<file path="src/rtl/mochila_obi_cut.sv">
// Registered OBI cut between the mochila_top external master port and the
// x_heep_system external crossbar: request FIFO, response register, pending limit.
module mochila_obi_cut #(
  parameter int DEPTH   = 2,
  parameter int MAX_OUT = 4,
  parameter int CNT_W   = $clog2(MAX_OUT + 1)
) (
  input  logic             clk_i,
  input  logic             rst_ni,
  input  logic             slv_req_i_req,
  input  logic             slv_req_i_we,
  input  logic [3:0]       slv_req_i_be,
  input  logic [31:0]      slv_req_i_addr,
  input  logic [31:0]      slv_req_i_wdata,
  output logic             slv_resp_o_gnt,
  output logic             slv_resp_o_rvalid,
  output logic [31:0]      slv_resp_o_rdata,
  output logic             mst_req_o_req,
  output logic             mst_req_o_we,
  output logic [3:0]       mst_req_o_be,
  output logic [31:0]      mst_req_o_addr,
  output logic [31:0]      mst_req_o_wdata,
  input  logic             mst_resp_i_gnt,
  input  logic             mst_resp_i_rvalid,
  input  logic [31:0]      mst_resp_i_rdata,
  output logic [CNT_W-1:0] pending_o,
  output logic             busy_o,
  output logic             err_o
);

  localparam int PTR_W  = (DEPTH > 1) ? $clog2(DEPTH) : 1;
  localparam int FCNT_W = $clog2(DEPTH + 1);

  logic [PTR_W-1:0]  wr_ptr_q, rd_ptr_q;
  logic [FCNT_W-1:0] fifo_cnt_q;
  logic [CNT_W-1:0]  pending_q;
  logic              err_q;
  logic              rvalid_q;
  logic [31:0]       rdata_q;

  logic              mem_we    [DEPTH];
  logic [3:0]        mem_be    [DEPTH];
  logic [31:0]       mem_addr  [DEPTH];
  logic [31:0]       mem_wdata [DEPTH];

  logic fifo_empty, push, pop, dec, spurious;

  function automatic logic [PTR_W-1:0] ptr_inc(input logic [PTR_W-1:0] p);
    return (p == PTR_W'(DEPTH - 1)) ? '0 : p + PTR_W'(1);
  endfunction

  assign fifo_empty = (fifo_cnt_q == '0);

  // Grant uses only req and registered state; a full FIFO refuses even if it pops now.
  assign slv_resp_o_gnt = slv_req_i_req && (fifo_cnt_q < FCNT_W'(DEPTH))
                          && (pending_q < CNT_W'(MAX_OUT));

  assign push     = slv_req_i_req && slv_resp_o_gnt;
  assign pop      = !fifo_empty && mst_resp_i_gnt;
  assign dec      = mst_resp_i_rvalid && (pending_q != '0);
  assign spurious = mst_resp_i_rvalid && (pending_q == '0);

  always_ff @(posedge clk_i or negedge rst_ni) begin
    if (!rst_ni) begin
      wr_ptr_q   <= '0;
      rd_ptr_q   <= '0;
      fifo_cnt_q <= '0;
    end else begin
      if (push) wr_ptr_q <= ptr_inc(wr_ptr_q);
      if (pop)  rd_ptr_q <= ptr_inc(rd_ptr_q);
      case ({push, pop})
        2'b10:   fifo_cnt_q <= fifo_cnt_q + FCNT_W'(1);
        2'b01:   fifo_cnt_q <= fifo_cnt_q - FCNT_W'(1);
        default: fifo_cnt_q <= fifo_cnt_q;
      endcase
    end
  end

  always_ff @(posedge clk_i) begin
    if (push) begin
      mem_we[wr_ptr_q]    <= slv_req_i_we;
      mem_be[wr_ptr_q]    <= slv_req_i_be;
      mem_addr[wr_ptr_q]  <= slv_req_i_addr;
      mem_wdata[wr_ptr_q] <= slv_req_i_wdata;
    end
  end

  always_ff @(posedge clk_i or negedge rst_ni) begin
    if (!rst_ni) begin
      pending_q <= '0;
      err_q     <= 1'b0;
      rvalid_q  <= 1'b0;
      rdata_q   <= '0;
    end else begin
      case ({push, dec})
        2'b10:   pending_q <= pending_q + CNT_W'(1);
        2'b01:   pending_q <= pending_q - CNT_W'(1);
        default: pending_q <= pending_q;
      endcase
      if (spurious) err_q <= 1'b1;
      rvalid_q <= mst_resp_i_rvalid;
      rdata_q  <= mst_resp_i_rdata;
    end
  end

  // Payload is forced to zero while empty so the port reads all-zero out of reset.
  assign mst_req_o_req   = !fifo_empty;
  assign mst_req_o_we    = fifo_empty ? 1'b0  : mem_we[rd_ptr_q];
  assign mst_req_o_be    = fifo_empty ? 4'h0  : mem_be[rd_ptr_q];
  assign mst_req_o_addr  = fifo_empty ? 32'h0 : mem_addr[rd_ptr_q];
  assign mst_req_o_wdata = fifo_empty ? 32'h0 : mem_wdata[rd_ptr_q];

  assign slv_resp_o_rvalid = rvalid_q;
  assign slv_resp_o_rdata  = rdata_q;
  assign pending_o         = pending_q;
  assign busy_o            = (pending_q != '0);
  assign err_o             = err_q;

endmodule

</file>
<file path="config.mk">
export PLATFORM = sky130hd
export DESIGN_NAME = mochila_obi_cut
export DESIGN_NICKNAME = d
export VERILOG_FILES = /design/src/rtl/mochila_obi_cut.sv
export SDC_FILE = /design/constraint.sdc
export NUM_CORES = 1
export LEC_CHECK = 0
export CORE_ASPECT_RATIO = 0.7
export CORE_UTILIZATION = 41
export CTS_BUF_LIST = sky130_fd_sc_hd__clkbuf_4 sky130_fd_sc_hd__clkbuf_8
export CTS_CLUSTER_DIAMETER = 30
export DETAILED_ROUTE_END_ITERATION = 10
export HOLD_SLACK_MARGIN = 0.12
export PLACE_DENSITY_LB_ADDON = 0.2
export SLEW_MARGIN = 20
export SYNTH_ARGS = -nofsm -noshare
export SYNTH_HDL_FRONTEND = slang
export SYNTH_SLANG_ARGS = --single-unit
</file>
<file path="constraint.sdc">
create_clock -name clk_i -period 5 [get_ports clk_i]
set_input_delay 1 -clock clk_i [delete_from_list [all_inputs] [get_ports clk_i]]
set_output_delay 1 -clock clk_i [all_outputs]
set_load 0.01 [all_outputs]
</file>
==> flow_metrics.env <==
export IMPL_status="complete, but fails checks"
export IMPL_violations="DRC"
export IMPL_worstPathArrival_ns=2.68
export IMPL_viasPerCell=4.64
export IMPL_cts_sinks=179
export IMPL_tightest_slew_ns=1.15
export IMPL_yosys_warnings=0
export IMPL_placed_area_sq_um=8760
export IMPL_holdBufCountCts=0
export IMPL_h_tree_depth=4
export IMPL_p_per_area_nw_per_um2=520
export IMPL_worstPathMaxFanout=63
export IMPL_antenna_found_initial=0
export IMPL_drive_above_1_share=0.0706
export IMPL_ant_nets=0
export IMPL_cts_setup_buffers=0
export IMPL_max_stage_delay_ns=1.13
export IMPL_synth_cell_type_count=18
export IMPL_hp_class="reg2reg"
export IMPL_grt_pass1_vias=3768
export IMPL_netlist_instances=360
export IMPL_drtIter0Drc=209
export IMPL_gp_congestion=0.777
export IMPL_setup_viol=0
export IMPL_io_buffers=214
export IMPL_required_ns=4.00
export IMPL_finClkSkew_ns=0.0101
export IMPL_maxCapViolations=0
export IMPL_grt_max_degree=70
export IMPL_final_cell_area_sq_um=9180
export IMPL_final_cell_mix="213 x clkdlybuf4s50_1, 138 x edfxtp_1, 71 x nor2_1, 70 x mux2i_1, 40 x dfrtp_1"
export IMPL_p_leak_nw=3.45
export IMPL_syn_area_sq_um=6460
export IMPL_ys_seq_area_frac=0.800
export IMPL_wire_per_inst_um=16.8
export IMPL_die_w_um=152
export IMPL_num_rows=37
export IMPL_root_buffer="clkbuf_8"
export IMPL_path_class="reg2out"
export IMPL_ys_ff_latch=179
export IMPL_crit_buf_inv=2
export IMPL_wl_um=13300
export IMPL_clockBufferDepth=2
export IMPL_peakVddDrop_v=0.000347
export IMPL_n_fill_cell=1118
export IMPL_clk_latency_ns=0.44
export IMPL_critPathSlowestCell="dfrtp_4"
export IMPL_grt_ovfl_total=0
export IMPL_whs_ns=0.494
export IMPL_cpLargestDelayFamily="flip-flops"
export IMPL_area_delta_synth_final_pct=42.0
export IMPL_synth_area_leaders="edfxtp_1 64%, dfrtp_1 16%, mux2i_1 11%"
export IMPL_io_pins=215
export IMPL_fin_tns_setup_ns=0
export IMPL_cp_end_kind="output port"
export IMPL_nets=691
export IMPL_cts_tree="built"
export IMPL_hpwl_um=8530
export IMPL_final_common_cell="clkdlybuf4s50_1"
export IMPL_fp_dieH_um=107
export IMPL_cts_resized=0
export IMPL_core_sq_um=15000
export IMPL_synth_nets=469
export IMPL_max_freq_mhz=272
export IMPL_dieArea_sq_um=16300
export IMPL_cts_buffers=17
export IMPL_hold_violations=0
export IMPL_slew_headroom=0.235
export IMPL_drc=22
export IMPL_num_vias=3668
export IMPL_grt_util_all_layers=0.172
export IMPL_antennaDiodeCount=0
export IMPL_start_util=0.430
export IMPL_slew_viol_final=0
export IMPL_rsz0062_at_grt="false"
export IMPL_crit_chain="buf_4 > mux2i_1 > nor2_1 > clkdlybuf4s50_1"
export IMPL_drt_pass1_iter_count=8
export IMPL_syn_avg_cell_area_sq_um=18.0
export IMPL_worst_setup_path_start_kind="register"
export IMPL_fin_crit_sh=0.735
export IMPL_grt_pass1_wl_um=20700
export IMPL_synth_top_area_share=0.641
export IMPL_period_minus_slack_ns=3.68
export IMPL_clk_pin_slew_ns=0.09
export IMPL_yosysTopAreaCell="edfxtp_1"
-- synthesized netlist by cell type (all sizes together) --
cell	number
and2	3
buf	15
dfrtp	41
edfxtp	138
fa	1
ha	2
inv	6
mux2i	70
nor2	73
nor3b	1
o21bai	1
or3	1
xnor2	4
xor2	4
-- worst register-to-register path, delay by kind of cell (launching register included) --
kind          cells  cell delay (ns)
simple gates      2             0.38
buf+inv           2             0.92
flops             1             0.46
-- cells by family after synthesis --
group,share of synthesized area
muxes,0.108
and+or+nand+nor,0.0494
buffers and inverters,0.0236
adders and majority gates,0.00697
DFF,0.800
xor gates and xnor gates,0.0108
AOI/OAI and AO/OA,0.00116
-- state kept, by name (all words and copies together), names as in the netlist --
register           cells
pending_o              3
slv_resp_o_rdata      32
err_o                  1
rd_ptr_q               1
wr_ptr_q               1
fifo_cnt_q             2
slv_resp_o_rvalid      1
mem_addr              64
mem_we                 2
mem_wdata             64
mem_be                 8
-- power breakdown --
part | switching, W | leakage, nW | internal [W] | total (W)
Sequential | 0.000205 | 1.73 | 0.00183 | 0.00204
Combinational | 0.000755 | 1.51 | 0.000957 | 0.00171
Clock | 0.000493 | 0.216 | 0.000529 | 0.00102
Total | 0.00145 | 3.45 | 0.00332 | 0.00477
-- stage by stage --
stage / instances / power (W) / setup WS, ns / utilization
2_1_floorplan: 360 / 0.00290 / 0.191 / -
3_3_place_gp: 758 / 0.00378 / 1.74 / 0.582
3_5_place_dp: 758 / 0.00380 / 1.72 / 0.582
4_1_cts: 790 / 0.00483 / 1.22 / 0.610
5_1_grt: 790 / 0.00502 / 1.07 / 0.610
6_report: 790 / 0.00477 / 1.32 / 0.610
-- metal layers --
layer  track usage  part of all wire  vias to the layer above  wire, um
met5             0                 0                        -         0
met4        0.0554            0.0078                        0       103
met3        0.0562             0.075                       10       992
met2         0.262              0.46                      119      6180
met1         0.233              0.45                     1799      6010
li1              -                 -                     1740         -
-- final timing paths --
path                          startpoint                    to  slack [ns]  depth (start not counted)
max in group asynchronous         rst_ni              rd_ptr_q        3.61                          1
hold reg to reg                    err_o                 err_o        0.49                          1
setup reg to reg           fifo_cnt_q[1]          mem_be[0][0]        2.85                          4
min in group asynchronous         rst_ni  slv_resp_o_rdata[10]        0.69                          1
setup / recovery                rd_ptr_q       mst_req_o_be[0]        1.32                          4
hold / removal                     err_o                 err_o        0.49                          1
-- final cells by class --
cell class / count / area [sq um] / share of cell area
sequential: 179 / 5170 / 0.564
timing repair buffer: 218 / 2170 / 0.236
multi-input combinational: 160 / 1150 / 0.126
clock buffer: 20 / 269 / 0.0293
tap: 195 / 244 / 0.0266
clock inverter: 12 / 150 / 0.0164
inverter: 6 / 22.5 / 0.00245
Note: power is estimated with default switching activity, not from simulation.
